### src/rtl/muldiv_sequencer_if.sv
// HI/LO multiply/divide request and result bundle shared by the core and the sequencer.
interface muldiv_sequencer_if #(
    parameter int unsigned WIDTH = 32
);
    logic             start;
    logic [1:0]       op;
    logic [WIDTH-1:0] a;
    logic [WIDTH-1:0] b;
    logic             mthi;
    logic             mtlo;
    logic [WIDTH-1:0] wdata;
    logic             busy;
    logic             done;
    logic [WIDTH-1:0] hi;
    logic [WIDTH-1:0] lo;

    // Core side: issues operations and MTHI/MTLO, reads HI/LO.
    modport master (
        output start, op, a, b, mthi, mtlo, wdata,
        input  busy, done, hi, lo
    );

    // Sequencer side.
    modport slave (
        input  start, op, a, b, mthi, mtlo, wdata,
        output busy, done, hi, lo
    );
endinterface

### src/rtl/muldiv_sequencer.sv
// Multi-cycle HI/LO multiply/divide sequencer: one radix-2 step per clock, fixed latency,
// owns the architectural HI/LO registers.
module muldiv_sequencer #(
    parameter int unsigned WIDTH = 32,
    parameter int unsigned STEPS = WIDTH
) (
    input  logic              clk,
    input  logic              reset,
    muldiv_sequencer_if.slave bus
);
    localparam int unsigned CntW = $clog2(STEPS + 1);

    typedef enum logic [1:0] {StIdle, StRun, StFix} state_e;

    state_e               state_q;
    logic                 is_div_q;
    logic                 sign_a_q;
    logic                 sign_b_q;
    logic [WIDTH-1:0]     opnd_q;    // multiplicand or divisor magnitude
    logic [2*WIDTH-1:0]   acc_q;     // {hi_part, lo_part} or {rem, quot}
    logic [CntW-1:0]      cnt_q;
    logic                 busy_q;
    logic                 done_q;
    logic [WIDTH-1:0]     hi_q;
    logic [WIDTH-1:0]     lo_q;

    logic                 neg_a;
    logic                 neg_b;
    logic [WIDTH-1:0]     mag_a;
    logic [WIDTH-1:0]     mag_b;
    logic [WIDTH:0]       mul_sum;
    logic [2*WIDTH-1:0]   mul_next;
    logic [WIDTH:0]       rem_sh;
    logic                 div_ok;
    logic [WIDTH-1:0]     div_diff;
    logic [WIDTH-1:0]     rem_new;
    logic [2*WIDTH-1:0]   div_next;
    logic [2*WIDTH-1:0]   prod_fix;
    logic [WIDTH-1:0]     quot_fix;
    logic [WIDTH-1:0]     rem_fix;

    // Operand magnitudes and signs; 0x80000000 negates to itself and is used as unsigned.
    always_comb begin
        neg_a = bus.op[0] & bus.a[WIDTH-1];
        neg_b = bus.op[0] & bus.b[WIDTH-1];
        mag_a = neg_a ? -bus.a : bus.a;
        mag_b = neg_b ? -bus.b : bus.b;
    end

    // Single shift-add multiply step and single restoring divide step.
    always_comb begin
        mul_sum  = {1'b0, acc_q[2*WIDTH-1:WIDTH]} + (acc_q[0] ? {1'b0, opnd_q} : '0);
        mul_next = {mul_sum, acc_q[WIDTH-1:1]};

        rem_sh   = acc_q[2*WIDTH-1:WIDTH-1];
        div_ok   = rem_sh >= {1'b0, opnd_q};
        // When the trial succeeds the true difference fits in WIDTH bits.
        div_diff = rem_sh[WIDTH-1:0] - opnd_q;
        rem_new  = div_ok ? div_diff : rem_sh[WIDTH-1:0];
        div_next = {rem_new, acc_q[WIDTH-2:0], div_ok};
    end

    // Sign fix-up; sign flags are already zero for unsigned ops.
    always_comb begin
        prod_fix = (sign_a_q ^ sign_b_q) ? -acc_q : acc_q;
        quot_fix = (sign_a_q ^ sign_b_q) ? -acc_q[WIDTH-1:0] : acc_q[WIDTH-1:0];
        rem_fix  = sign_a_q ? -acc_q[2*WIDTH-1:WIDTH] : acc_q[2*WIDTH-1:WIDTH];
    end

    // Control FSM with registered busy/done and the HI/LO registers.
    always_ff @(posedge clk or posedge reset) begin
        if (reset) begin
            state_q  <= StIdle;
            is_div_q <= 1'b0;
            sign_a_q <= 1'b0;
            sign_b_q <= 1'b0;
            opnd_q   <= '0;
            acc_q    <= '0;
            cnt_q    <= '0;
            busy_q   <= 1'b0;
            done_q   <= 1'b0;
            hi_q     <= '0;
            lo_q     <= '0;
        end else begin
            done_q <= 1'b0;
            unique case (state_q)
                StIdle: begin
                    if (bus.start) begin
                        // start takes priority; a simultaneous MTHI/MTLO is dropped
                        is_div_q <= bus.op[1];
                        sign_a_q <= neg_a;
                        sign_b_q <= neg_b;
                        opnd_q   <= bus.op[1] ? mag_b : mag_a;
                        acc_q    <= {{WIDTH{1'b0}}, (bus.op[1] ? mag_a : mag_b)};
                        cnt_q    <= '0;
                        busy_q   <= 1'b1;
                        state_q  <= StRun;
                    end else begin
                        if (bus.mthi) hi_q <= bus.wdata;
                        if (bus.mtlo) lo_q <= bus.wdata;
                    end
                end
                StRun: begin
                    acc_q <= is_div_q ? div_next : mul_next;
                    cnt_q <= cnt_q + CntW'(1);
                    if (cnt_q == CntW'(STEPS - 1)) state_q <= StFix;
                end
                StFix: begin
                    if (is_div_q) begin
                        hi_q <= rem_fix;
                        lo_q <= quot_fix;
                    end else begin
                        hi_q <= prod_fix[2*WIDTH-1:WIDTH];
                        lo_q <= prod_fix[WIDTH-1:0];
                    end
                    busy_q  <= 1'b0;
                    done_q  <= 1'b1;
                    state_q <= StIdle;
                end
                default: state_q <= StIdle;
            endcase
        end
    end

    assign bus.busy = busy_q;
    assign bus.done = done_q;
    assign bus.hi   = hi_q;
    assign bus.lo   = lo_q;
endmodule

### src/flat_wrapper.sv
// flat-port wrapper written by rule: the top's interface ports become plain ports
module muldiv_sequencer_flat 
#(
    parameter int unsigned WIDTH = 32,
    parameter int unsigned STEPS = WIDTH
)
  (clk, reset, bus_start, bus_op, bus_a, bus_b, bus_mthi, bus_mtlo, bus_wdata, bus_busy, bus_done, bus_hi, bus_lo);
  muldiv_sequencer_if #(.WIDTH(WIDTH)) bus_i ();
  input  logic clk;
  input  logic reset;
  input wire logic [$bits(bus_i.start)-1:0] bus_start;
  input wire logic [$bits(bus_i.op)-1:0] bus_op;
  input wire logic [$bits(bus_i.a)-1:0] bus_a;
  input wire logic [$bits(bus_i.b)-1:0] bus_b;
  input wire logic [$bits(bus_i.mthi)-1:0] bus_mthi;
  input wire logic [$bits(bus_i.mtlo)-1:0] bus_mtlo;
  input wire logic [$bits(bus_i.wdata)-1:0] bus_wdata;
  output wire logic [$bits(bus_i.busy)-1:0] bus_busy;
  output wire logic [$bits(bus_i.done)-1:0] bus_done;
  output wire logic [$bits(bus_i.hi)-1:0] bus_hi;
  output wire logic [$bits(bus_i.lo)-1:0] bus_lo;
  assign bus_i.start = bus_start;
  assign bus_i.op = bus_op;
  assign bus_i.a = bus_a;
  assign bus_i.b = bus_b;
  assign bus_i.mthi = bus_mthi;
  assign bus_i.mtlo = bus_mtlo;
  assign bus_i.wdata = bus_wdata;
  assign bus_busy = bus_i.busy;
  assign bus_done = bus_i.done;
  assign bus_hi = bus_i.hi;
  assign bus_lo = bus_i.lo;
  muldiv_sequencer #(.WIDTH(WIDTH), .STEPS(STEPS)) u_core (.clk(clk), .reset(reset), .bus(bus_i));
endmodule
### config.mk
export PLATFORM = sky130hd
export DESIGN_NAME = muldiv_sequencer_flat
export DESIGN_NICKNAME = d
export VERILOG_FILES = /design/src/rtl/muldiv_sequencer_if.sv /design/src/rtl/muldiv_sequencer.sv /design/src/flat_wrapper.sv
export SDC_FILE = /design/constraint.sdc
export NUM_CORES = 1
export LEC_CHECK = 0
export CAP_MARGIN = 20
export CORE_MARGIN = 2
export CORE_UTILIZATION = 55
export DETAILED_ROUTE_END_ITERATION = 7
export PLACE_DENSITY = 0.78
export SKIP_CTS_REPAIR_TIMING = 1
export SYNTH_ARGS = -nofsm -noshare
export SYNTH_HDL_FRONTEND = slang
export SYNTH_SLANG_ARGS = --single-unit
### constraint.sdc
create_clock -name clk -period 7.2 [get_ports clk]
set_input_delay 1.44 -clock clk [delete_from_list [all_inputs] [get_ports clk]]
set_output_delay 1.44 -clock clk [all_outputs]
set_load 0.005 [all_outputs]
==> metrics.md <==
| Metric | Value |
|---|---|
| Antenna violations before repair | `0` |
| Area Overhead vs Synth | `16.5%` |
| Buffers added on ports | `168` |
| Via count | `14900` |
| Hold Crit Depth | `2` |
| Clock skew | `16.4 ps` |
| GRT Total Usage | `34.5%` |
| Final Hold Violating Endpoints | `0` |
| Design area | `17200 sq um` |
| Average size of a mapped cell | `7.59 sq um` |
| Area leader, netlist | `dfrtp_1` |
| Chip height | `168 microns` |
| #FFs+latches synth | `173` |
| Setup crit end kind | `flip-flop` |
| Ys Warns | `0` |
| Unrepaired setup endpoints after global routing | `no` |
| CTS H-Tree Depth | `4` |
| Net count after synthesis | `2117` |
| Synth unique cells | `74` |
| Core area | `26200 sq um` |
| Global route overflow | `0` |
| TNS Setup | `0 ps` |
| Part of the cycle the worst path needs | `63.4%` |
| Max Buffers Root-to-Sink | `2` |
| Die width | `168 microns` |
| Cell Chain, Critical Path | `inv_1 -> buf_4 -> nor2_1 -> ha_1 -> o211ai_1 -> o21ai_0 -> o311ai_0 -> nand4_1 -> nand2_1 -> o31ai_1 -> a21oi_1 -> xor2_1 -> nor2_1 -> a221o_1` |
| Post-Place Setup Slack | `2480 ps` |
| Worst Reg-to-Reg Cells | `14` |
| CTS Root Cell | `clkbuf_16` |
| Family with the most delay on the worst path | `compound AO/OA/AOI/OAI gates` |
| Leakage | `7.24 nW` |
| Worst-Skew Late Latency | `450 ps` |
| First-pass GRT wire length | `76.4 mm` |
| Total CTS buffers | `17` |
| Ant diodes | `0` |
| Filler cells | `2236` |
| Status | `finished, final reports clean` |
| Worst Setup SP | `u_core.acc_q[0]` |
| Setup violators final | `0` |
| Critical path class | `reg -> reg` |
| Sequential element share of the synthesized area | `29.3%` |
| Routed wire length per instance | `20.7 microns` |
| Top-area cell type share of the netlist area | `29.3%` |
| Max-Cap Viols | `0` |
| Slowest Stage Delay on Critical Path | `630 ps` |
| Total routed wirelength | `49.4 mm` |
| Post-Syn Area | `14800 sq um` |
| DRC viols | `0` |
| Starting density of the core | `56.3%` |
| Layout cells sized above 1 | `4.11%` |
| Area post-placement | `16500 sq um` |
| Non-Filler Instances | `2380` |
| Power, Total | `8.55 mW` |
| WP data required | `7520 ps` |
| CP max stage cell | `o21ai_0` |
| Worst hold start | `u_core.bus.lo[18]` |
| DR iter-0 viols | `1762` |
| Largest net degree at the start of global routing | `87` |
| Top cells by area, synth | `dfrtp_1 (29%), a21oi_1 (6.9%), o21ai_0 (6.8%)` |
| Synth Flop Type | `dfrtp_1` |
| Slew HR | `26.1%` |
| Buf+Inv Stages, Crit Path | `2` |
| Critical Path Most Common Cell | `nor2_1` |
| GP Congestion | `1.03` |
| FF-to-FF Start | `u_core.acc_q[0]` |
| Least-Margin Pin Slew | `1110 ps` |
| Fmax | `0.219 GHz` |
| Post-route ant nets | `0` |
| Maximum vdd ir drop | `252 uV` |
| Nets@finish | `2206` |
| HPWL after DPL | `37.6 mm` |
| Most frequent cells in the layout | `nor2_1 (263), nand2_1 (209), a21oi_1 (204)` |
| Async set-reset flop share out of synthesis | `100%` |
| CP arrival | `4880 ps` |
| Via/cell ratio | `6.27` |
| Clock transition at path regs | `70 ps` |
| Pins Over Slew Limit | `0` |
| Most common cell after layout, fill and taps aside | `nor2_1` |
| Clock Sinks | `173` |
| Mapped Cells | `1943` |
| Die Footprint | `28200 sq um` |
| Placed cells | `2347` |
| Router iterations before antenna repair | `6` |
| Storage element area | `4330 sq um` |
| Rows | `59` |
| WP depth | `14` |
| Number of synthesized flops with an enable pin | `0` |
| Pwr/cell area | `498 nW/um^2` |
| Crit-path max FO | `19` |
| Startpoint Class | `flip-flop` |
| CTS tree | `built` |
| Final critical-path setup slack | `2640 ps` |
| Footprint of the multi-input gates | `9750 sq um` |
| Vias in the first global route | `13700` |
| Tmin final | `4560 ps` |
| I/O pin count | `169` |
| Hold Path Class | `reg -> reg` |
[layer usage]
metal  vias up  part of all wire (%)  global-route usage [%]  wire length (microns)
met5         -                     0                       0                      0
met4         0                   3.9                    14.1                   1920
met3        93                   8.9                    5.17                   4400
met2       765                    43                    52.4                  21400
met1      6957                    44                    49.4                  21600
li1       7104                     -                       -                      -
[state kept, by name (all words and copies together), names as in the netlist]
register         flops
u_core.bus.hi       32
u_core.is_div_q      1
u_core.state_q       2
u_core.cnt_q         6
u_core.bus.busy      1
u_core.bus.done      1
u_core.acc_q        64
u_core.bus.lo       32
u_core.sign_a_q      1
u_core.opnd_q       32
u_core.sign_b_q      1
[per-stage QoR]
stage               hold WS [ps]  util (%)
CTS                          482      65.5
global route                 506      65.6
global placement             459      63.1
detailed placement           465      63.1
floorplan                    439         -
finish                       477      65.6
[cell type report]
cell class	instances	area share, %
inverter	67	1.49
timing repair buffer	184	10.6
clock inverter	15	1.08
sequential	173	25.2
clock buffer	17	2.48
multi-input combinational	1589	56.7
tap	335	2.44
[final timing paths]
check | end | slack [ps]
setup / recovery | u_core.acc_q[62] | 2640
hold / removal | u_core.bus.lo[18] | 480
setup reg to reg | u_core.acc_q[62] | 2640
hold reg to reg | u_core.bus.lo[18] | 480
max in group asynchronous | u_core.is_div_q | 4470
min in group asynchronous | u_core.bus.lo[17] | 1460
[synthesized netlist by cell type (4+ instances only)]
cell type and n:
nor2_1 264, nand2_1 210, a21oi_1 204, o21ai_0 200
dfrtp_1 173, xnor2_1 100, clkbuf_1 95, xor2_1 73
ha_1 69, inv_1 66, mux2i_1 45, o31ai_1 39
nor3_1 36, a21o_1 28, a31oi_1 25, a211oi_1 24
nand2b_1 20, and3_1 19, nand3_1 19, a22oi_1 15
nor4_1 15, o41ai_1 14, a221o_1 12, and2_1 12
buf_1 12, nand4_1 12, or4_1 10, o22a_1 9
or2_2 8, or3_1 8, nor2b_1 7, o211ai_1 7
o21a_1 7, o22ai_1 7, buf_2 6, o221ai_1 6
a221oi_1 5, o21bai_1 5, and4_1 4, mux2_2 4
nor3b_1 4
[tightest hold or removal path, stage by stage, from the launching register on]
cell and delay [ps]:
dfrtp_1 340, nand2_1 50, o31ai_1 50
[logic make-up after synthesis]
kind of cell             synth area share [%]
AO/OA/AOI/OAI                            25.8
XOR/XNOR                                 10.3
adder cells (fa/ha/maj)                  6.12
flip-flops                               29.3
multiplexers                             3.36
buffers and inverters                    4.71
AND/OR/NAND/NOR                          20.4
[power by group]
| part | switching, mW | leakage, nW | internal, mW |
|---|---|---|---|
| clock network | 0.495 | 0.292 | 0.473 |
| logic | 3.09 | 4.79 | 2.36 |
| registers | 0.694 | 2.16 | 1.43 |
| total | 4.28 | 7.24 | 4.27 |
No activity file was read; power rests on OpenSTA's default activity.
